--- config.mk ---
export PLATFORM = sky130hd
export DESIGN_NAME = dram_arbiter
export DESIGN_NICKNAME = d
export VERILOG_FILES = /design/src/rtl/dram_arb_pkg.sv /design/src/rtl/dram_arb_pick.sv /design/src/rtl/dram_arbiter.sv
export SDC_FILE = /design/constraint.sdc
export NUM_CORES = 1
export LEC_CHECK = 0
export ABC_AREA = 1
export CORE_AREA = 2 2 121 123
export DETAILED_ROUTE_END_ITERATION = 12
export DIE_AREA = 0 0 123 125
export MAX_ROUTING_LAYER = met4
export PLACE_DENSITY = 0.74
export SLEW_MARGIN = 30
export SYNTH_ARGS = -nofsm -noshare
export SYNTH_HDL_FRONTEND = slang
export SYNTH_HIERARCHICAL = 1
export SYNTH_SLANG_ARGS = --single-unit
--- constraint.sdc ---
create_clock -name clk -period 1.85 [get_ports clk]
set_clock_uncertainty 0.1 [all_clocks]
set_input_delay 0.37 -clock clk [delete_from_list [all_inputs] [get_ports clk]]
set_output_delay 0.37 -clock clk [all_outputs]
set_load 0.01 [all_outputs]
--- src/rtl/dram_arb_pkg.sv ---
//==============================================================================
// Module   : dram_arb_pkg
// Brief    : Shared types and constants for the two-port DRAM arbiter.
// Revision : 1.0 - initial release
//==============================================================================
`default_nettype none

package dram_arb_pkg;

    localparam int NUM_PORTS  = 2;
    localparam int DEFAULT_AW = 32;
    localparam int DEFAULT_DW = 32;

    typedef enum logic [0:0] {
        IDLE = 1'b0,
        BUSY = 1'b1
    } state_t;

endpackage : dram_arb_pkg

`default_nettype wire

--- src/rtl/dram_arb_pick.sv ---
//==============================================================================
// Module   : dram_arb_pick
// Brief    : Combinational winner selection between the two request ports.
// Config   : DRAM_ARB_RR_EN - contended requests alternate against last_winner;
//            otherwise port 0 has fixed priority.
// Revision : 1.0 - initial release
//==============================================================================
`default_nettype none

module dram_arb_pick
    import dram_arb_pkg::*;
(
    input  logic [NUM_PORTS-1:0] valid,
    input  logic                 last_winner,
    output logic                 winner
);

`ifdef DRAM_ARB_RR_EN
    always_comb begin
        winner = 1'b0;
        if (&valid) begin
            winner = ~last_winner;
        end else begin
            winner = valid[1] & ~valid[0];
        end
    end
`else
    // Fixed priority ignores history; the input stays for a uniform interface.
    logic w_unused_last_winner;
    assign w_unused_last_winner = last_winner;

    always_comb begin
        winner = valid[1] & ~valid[0];
    end
`endif

endmodule : dram_arb_pick

`default_nettype wire

--- src/rtl/dram_arbiter.sv ---
//==============================================================================
// Module   : dram_arbiter
// Brief    : Two-port arbiter (core LSU / DMA-debug) onto a single DRAM port,
//            with locked multi-beat sequences and registered read responses.
// Config   : DRAM_ARB_RR_EN - round-robin on contention (default: port 0 wins).
// Revision : 1.0 - initial release
//==============================================================================
`default_nettype none

module dram_arbiter
    import dram_arb_pkg::*;
#(
    parameter int AW = DEFAULT_AW,
    parameter int DW = DEFAULT_DW
) (
    input  logic            clk,
    input  logic            rst_n,

    input  logic            p0_req_valid,
    output logic            p0_req_ready,
    input  logic            p0_req_we,
    input  logic [DW/8-1:0] p0_req_be,
    input  logic [AW-1:0]   p0_req_addr,
    input  logic [DW-1:0]   p0_req_wdat,
    input  logic            p0_req_last,
    output logic            p0_rsp_valid,
    output logic [DW-1:0]   p0_rsp_rdat,

    input  logic            p1_req_valid,
    output logic            p1_req_ready,
    input  logic            p1_req_we,
    input  logic [DW/8-1:0] p1_req_be,
    input  logic [AW-1:0]   p1_req_addr,
    input  logic [DW-1:0]   p1_req_wdat,
    input  logic            p1_req_last,
    output logic            p1_rsp_valid,
    output logic [DW-1:0]   p1_rsp_rdat,

    output logic            dram_we,
    output logic [DW/8-1:0] dram_we_byte,
    output logic            dram_rd,
    output logic [AW-1:0]   dram_addr,
    output logic [DW-1:0]   dram_wdat,
    input  logic [DW-1:0]   dram_dout
);

    state_t                 r_state;
    state_t                 w_state_nxt;
    logic                   r_owner;
    logic                   w_winner;
    logic                   w_last_winner;
    logic [NUM_PORTS-1:0]   w_valid;

    logic                   w_own_valid;
    logic                   w_own_we;
    logic [DW/8-1:0]        w_own_be;
    logic [AW-1:0]          w_own_addr;
    logic [DW-1:0]          w_own_wdat;
    logic                   w_own_last;
    logic                   w_hs;
    logic                   w_rd_hs;
    logic                   w_grant;

    logic [NUM_PORTS-1:0]   r_rsp_valid;
    logic [DW-1:0]          r_rsp_rdat [NUM_PORTS];

    assign w_valid = {p1_req_valid, p0_req_valid};

    // Request fields of whichever port currently holds the grant.
    assign w_own_valid = r_owner ? p1_req_valid : p0_req_valid;
    assign w_own_we    = r_owner ? p1_req_we    : p0_req_we;
    assign w_own_be    = r_owner ? p1_req_be    : p0_req_be;
    assign w_own_addr  = r_owner ? p1_req_addr  : p0_req_addr;
    assign w_own_wdat  = r_owner ? p1_req_wdat  : p0_req_wdat;
    assign w_own_last  = r_owner ? p1_req_last  : p0_req_last;

    assign w_hs    = (r_state == BUSY) && w_own_valid;
    assign w_rd_hs = w_hs && !w_own_we;
    assign w_grant = (r_state == IDLE) && (|w_valid);

    dram_arb_pick u_pick (
        .valid       (w_valid),
        .last_winner (w_last_winner),
        .winner      (w_winner)
    );

`ifdef DRAM_ARB_RR_EN
    logic r_last_winner;

    always_ff @(posedge clk or negedge rst_n) begin
        if (!rst_n) begin
            r_last_winner <= 1'b1;
        end else if (w_grant) begin
            r_last_winner <= w_winner;
        end
    end

    assign w_last_winner = r_last_winner;
`else
    assign w_last_winner = 1'b1;
`endif

    // State register
    always_ff @(posedge clk or negedge rst_n) begin
        if (!rst_n) begin
            r_state <= IDLE;
        end else begin
            r_state <= w_state_nxt;
        end
    end

    always_ff @(posedge clk or negedge rst_n) begin
        if (!rst_n) begin
            r_owner <= 1'b0;
        end else if (w_grant) begin
            r_owner <= w_winner;
        end
    end

    // Next-state logic; an owner that goes quiet mid-sequence keeps the lock.
    always_comb begin
        w_state_nxt = r_state;
        case (r_state)
            IDLE:    if (|w_valid)             w_state_nxt = BUSY;
            BUSY:    if (w_hs && w_own_last)   w_state_nxt = IDLE;
            default:                           w_state_nxt = IDLE;
        endcase
    end

    // Output logic: ready from the grant, DRAM command only on a handshake.
    always_comb begin
        p0_req_ready = 1'b0;
        p1_req_ready = 1'b0;
        dram_we      = 1'b0;
        dram_rd      = 1'b0;
        dram_we_byte = '0;
        dram_addr    = '0;
        dram_wdat    = '0;
        if (r_state == BUSY) begin
            p0_req_ready = ~r_owner;
            p1_req_ready = r_owner;
        end
        if (w_hs) begin
            dram_addr = w_own_addr;
            if (w_own_we) begin
                dram_we      = 1'b1;
                dram_we_byte = w_own_be;
                dram_wdat    = w_own_wdat;
            end else begin
                dram_rd      = 1'b1;
            end
        end
    end

    generate
        for (genvar i = 0; i < NUM_PORTS; i++) begin : g_rsp
            always_ff @(posedge clk or negedge rst_n) begin
                if (!rst_n) begin
                    r_rsp_valid[i] <= 1'b0;
                    r_rsp_rdat[i]  <= '0;
                end else begin
                    r_rsp_valid[i] <= w_rd_hs && (r_owner == 1'(i));
                    if (w_rd_hs && (r_owner == 1'(i))) begin
                        r_rsp_rdat[i] <= dram_dout;
                    end
                end
            end
        end
    endgenerate

    assign p0_rsp_valid = r_rsp_valid[0];
    assign p1_rsp_valid = r_rsp_valid[1];
    assign p0_rsp_rdat  = r_rsp_rdat[0];
    assign p1_rsp_rdat  = r_rsp_rdat[1];

endmodule : dram_arbiter

`default_nettype wire

# ---- Yosys cells after proc, flatten, opt, wreduce, memory -nomap -nowiden
# Index checks and enable logic that the tools add are counted.
dict set report op_classes {
  muxes 20
  n_bitwise 4
  reduce_logical 8
}
# op n
set op_table {}
lappend op_table {{$mux W32} 5}
lappend op_table {{$mux W4} 3}
lappend op_table {{$mux W1} 11}
lappend op_table {{$logic_and A1 B1 Y1} 6}
lappend op_table {{$not A1 Y1} 3}
lappend op_table {{$pmux W1 S2} 1}
lappend op_table {{$reduce_or A2 Y1} 1}
lappend op_table {{$and A1 B1 Y1} 1}
lappend op_table {{$logic_not A1 Y1} 1}
dict set report totals {
  register_bits 68
  out_inout_bits 138
  wordCells 38
}

# ---- Longest topological paths before layout
dict set report logic_depth {
  depth_word 5
  depth_mapped 7
}

# ---- Modules after synthesis
# The synthesis kept the hierarchy.
# module instances cells_each area_each_um2
set modules_own_cells {}
lappend modules_own_cells {dram_arbiter 1 533 3816.2}
lappend modules_own_cells {dram_arb_pick 1 2 10.0}

# ---- Worst setup path before layout
# No wires, ideal clock.
dict set report synth_timing {
  path_type {flip-flop to output port}
  start {reg r_owner}
  end {out dram_we}
  arrival_time_ns 1.149
  path_slack_ns 0.231
  stages_incl_launch_ff 7
  n_path_buf 2
  cell_sequence {dfrtp_1 -> buf_4 -> nor2_2 -> nor2_2 -> nand2_4 -> buf_4 -> inv_1}
}
dict set report synth_between {
  elab_chain_len 3
  elab_cells_between_ends 5
  classes_between {mux: 4; reduce/logical: 1}
}
# element line
set synth_rtl {}
lappend synth_rtl {{start: declaration} dram_arbiter.sv:49} ;# logic r_owner;
lappend synth_rtl {{start signal: assignment} dram_arbiter.sv:116} ;# r_owner <= w_winner;
lappend synth_rtl {{$mux W1, on equally long branches} {dram_arbiter.sv:71, dram_arbiter.sv:70}}
lappend synth_rtl {{$mux W1 or $logic_and A1 B1 Y1 (tied branches)} {dram_arbiter.sv:145, dram_arbiter.sv:77}}
lappend synth_rtl {{$mux W1 *} dram_arbiter.sv:143} ;# if (w_hs) begin
lappend synth_rtl {{end: declaration} dram_arbiter.sv:39} ;# output logic dram_we,
# Every way passes the cells marked *; elsewhere a longest branch is shown, timed or not.

# ---- Worst setup path after layout
dict set report layout_timing {
  start {in p1_req_we}
  end {out dram_wdat[0]}
}
dict set report layout_between {
  elab_chain_len 3
}
# element line
set layout_rtl {}
lappend layout_rtl {{start: declaration} dram_arbiter.sv:31} ;# input logic p1_req_we,
lappend layout_rtl {{$mux W1} dram_arbiter.sv:71} ;# assign w_own_we = r_owner ? p1_req_we : p0_req_we;
lappend layout_rtl {{$mux W32} dram_arbiter.sv:145} ;# if (w_own_we) begin
lappend layout_rtl {{$mux W32} dram_arbiter.sv:143}
lappend layout_rtl {{end: declaration} dram_arbiter.sv:43} ;# output logic [DW-1:0] dram_wdat,
# Every way passes these cells.

==> flow_metrics.py <==
metrics = {
    "setup_path": {
        "arrival_time_worst_endpoint_ps": 1760,
        "path_class": "in2out",
        "critPathRequiredTime_ps": 1380,
        "setup.worst_path.end_class": "primary output",
        "worst-path-max-fanout": 8,
        "timing.critical_path.from_type": "input port",
    },
    "grt": {
        "wire_length_of_the_first_global_routing_pass_um": 26300,
        "grt_pass1_vias": 4855,
        "grt_max_degree": 38,
        "groute.usage.overall": 0.226,
        "grt_total_ovfl": 0,
        "number_of_antenna_violations_at_the_first_check_in_global_routing": 1,
    },
    "sta": {
        "post-route-min-period_ps": 2230,
        "worst_slew_margin_rel": 0.734,
        "fin_ws_ps": -380,
        "timing_max_transition_violations_final": 0,
        "tns_ps": -19530,
        "worstMarginPinSlew_ps": 399,
        "grt_setup_unrepaired": "yes",
        "ratio_of_final_minimum_period_to_clock_period": 1.21,
        "final_report_setup_violation_count": 70,
        "finalHoldViolCount": 0,
        "achievable-frequency_mhz": 449,
    },
    "worst_hold_path": {
        "worstHoldPathType": "reg2reg",
    },
    "placed_design": {
        "detailed_place_hpwl_um": 12200,
        "place.port_buffers": 313,
        "global_placer_s_final_weighted_congestion": 0.857,
        "placed_cell_area_sq_um": 7280,
    },
    "run_status": {
        "failing_checks": "setup timing",
        "outcome": "complete, but fails checks",
    },
    "synth": {
        "post_synth.cell_area_avg_sq_um": 7.16,
        "synth.cell_area_sq_um": 3820,
        "synth.net_count": 710,
        "post_synth_inst_count": 534,
        "synth.yosys.warnings": 6,
    },
    "detailed_routing": {
        "routedLengthMet1_um": 7190,
        "detailroute.via_count": 4894,
        "drt_first_pass_iters": 4,
        "final_antenna_net_count": 0,
        "met3_wirelength_um": 1360,
        "highest-signal-layer": "met4",
        "drt-total-wl_um": 17100,
        "dr.first_iter.drc_count": 239,
        "wl_per_cell_um": 16.1,
        "met2WireLength_um": 8240,
        "drt-vias-per-instance": 4.60,
        "drc_violation_count_after_routing": 0,
    },
    "clock_tree": {
        "root_buffer": "sky130_fd_sc_hd__clkbuf_16",
        "clk_pin_slew_worst_paths_ps": 50,
        "cts.sink_count": 68,
        "cts_tree": "built",
        "max-clock-path-buffers": 2,
        "clock_tree.htree_level_count": 3,
        "tritoncts.num_buffers": 9,
        "insertion_delay_ps": 320,
    },
    "floorplan": {
        "die_area_sq_um": 15400,
        "core-area_sq_um": 14200,
        "chipHeight_um": 125,
        "start_util": 0.269,
        "fp.dieW_um": 123,
        "rows": 44,
        "io_pins": 314,
    },
    "power": {
        "power_per_cell_area_nw_per_um2": 1480,
        "total_power_w": 0.0117,
        "maximum_vdd_drop_v": 0.000549,
        "leakage_nw": 3.77,
    },
    "cells_and_area": {
        "finalNetCount": 1050,
        "layout-drive-gt1-share": 0.213,
        "design_area_sq_um": 7930,
        "final_core_utilization": 0.558,
        "layout-area-overhead-vs-synth_pct": 107,
    },
    "run": {
        "max_cap_violations": 0,
    },
}
[placed cells by master (no fill, tap or decap), types with 9 or more instances in the layout]
cell and instances:
sky130_fd_sc_hd__nand2_1 237, sky130_fd_sc_hd__nor2_4 11, sky130_fd_sc_hd__a21oi_2 10, sky130_fd_sc_hd__buf_12 10, sky130_fd_sc_hd__nand3_1 64, sky130_fd_sc_hd__nor2_1 20, sky130_fd_sc_hd__dfrtp_1 67, sky130_fd_sc_hd__a21oi_1 23
sky130_fd_sc_hd__buf_2 49, sky130_fd_sc_hd__a21boi_1 11, sky130_fd_sc_hd__clkbuf_16 9, sky130_fd_sc_hd__nor2_2 12, sky130_fd_sc_hd__buf_6 22, sky130_fd_sc_hd__a21boi_0 19, sky130_fd_sc_hd__buf_4 28, sky130_fd_sc_hd__clkdlybuf4s50_1 238
sky130_fd_sc_hd__clkdlybuf4s15_2 12
[report_power, final]
group	switching (W)	internal, W	total [W]
Combinational	0.00373	0.00364	0.00737
Clock	0.000623	0.00121	0.00183
Sequential	0.000379	0.00215	0.00253
[final timing paths]
| kind | startpoint | endpoint | slack, ps | depth (start not counted) |
|---|---|---|---|---|
| setup / recovery | p1_req_we | dram_wdat[0] | -380 | 9 |
| hold / removal | p1_rsp_rdat[28] | p1_rsp_rdat[28] | 360 | 2 |
| setup reg to reg | r_owner | p1_rsp_rdat[24] | 30 | 9 |
| hold reg to reg | p1_rsp_rdat[28] | p1_rsp_rdat[28] | 360 | 2 |
| max in group asynchronous | rst_n | r_owner | 930 | 3 |
| min in group asynchronous | rst_n | p1_rsp_rdat[12] | 500 | 3 |
[timing repair]
| action | in CTS | in global routing |
|---|---|---|
| hold endpoints to repair | 68 | 0 |
| hold buffers | 1 | 0 |
| setup buffers | 15 | 4 |
| resized for setup | 304 | 87 |
| pin swaps | 6 | 3 |
| cloned | 4 | 0 |
| endpoints found under the setup margin | 129 | 139 |
[area by class of cell]
type | instances | area (sq um)
fill | 1313 | 6280
timing repair buffer | 365 | 3520
tap | 184 | 230
clock inverter | 4 | 73.8
antenna | 1 | 2.50
inverter | 8 | 42.5
sequential | 68 | 1700
multi-input combinational | 422 | 2110
clock buffer | 11 | 243
[metrics by stage]
| stage | cells | hold slack (ps) | setup slack (ps) |
|---|---|---|---|
| finish | 1063 | 364 | -380 |
| global route | 1063 | 393 | -435 |
| CTS | 1058 | 370 | -377 |
| detailed placement | 1025 | 288 | -839 |
| global placement | 1025 | 283 | -859 |
| floorplan | 534 | -25.6 | 231 |
[per-layer routing]
metal,GRT usage,vias up
met5,-,-
li1,-,2398
met4,0.0608,0
met3,0.0589,26
met1,0.283,2269
met2,0.360,201
[worst max-delay path, cell delays in order]
cell	delay, ps
sky130_fd_sc_hd__clkdlybuf4s50_1	520
sky130_fd_sc_hd__nor2_4	60
sky130_fd_sc_hd__nor2_4	140
sky130_fd_sc_hd__buf_12	130
sky130_fd_sc_hd__nand2_8	60
sky130_fd_sc_hd__buf_12	140
sky130_fd_sc_hd__buf_6	120
sky130_fd_sc_hd__nor2_4	90
sky130_fd_sc_hd__buf_6	120
[sequential cells by signal (all words and copies together), names as in the netlist]
signal	cells
p0_rsp_valid	1
p0_rsp_rdat	32
r_owner	1
p1_rsp_rdat	32
p1_rsp_valid	1
r_state	1
(Power assumes the default switching activity.)
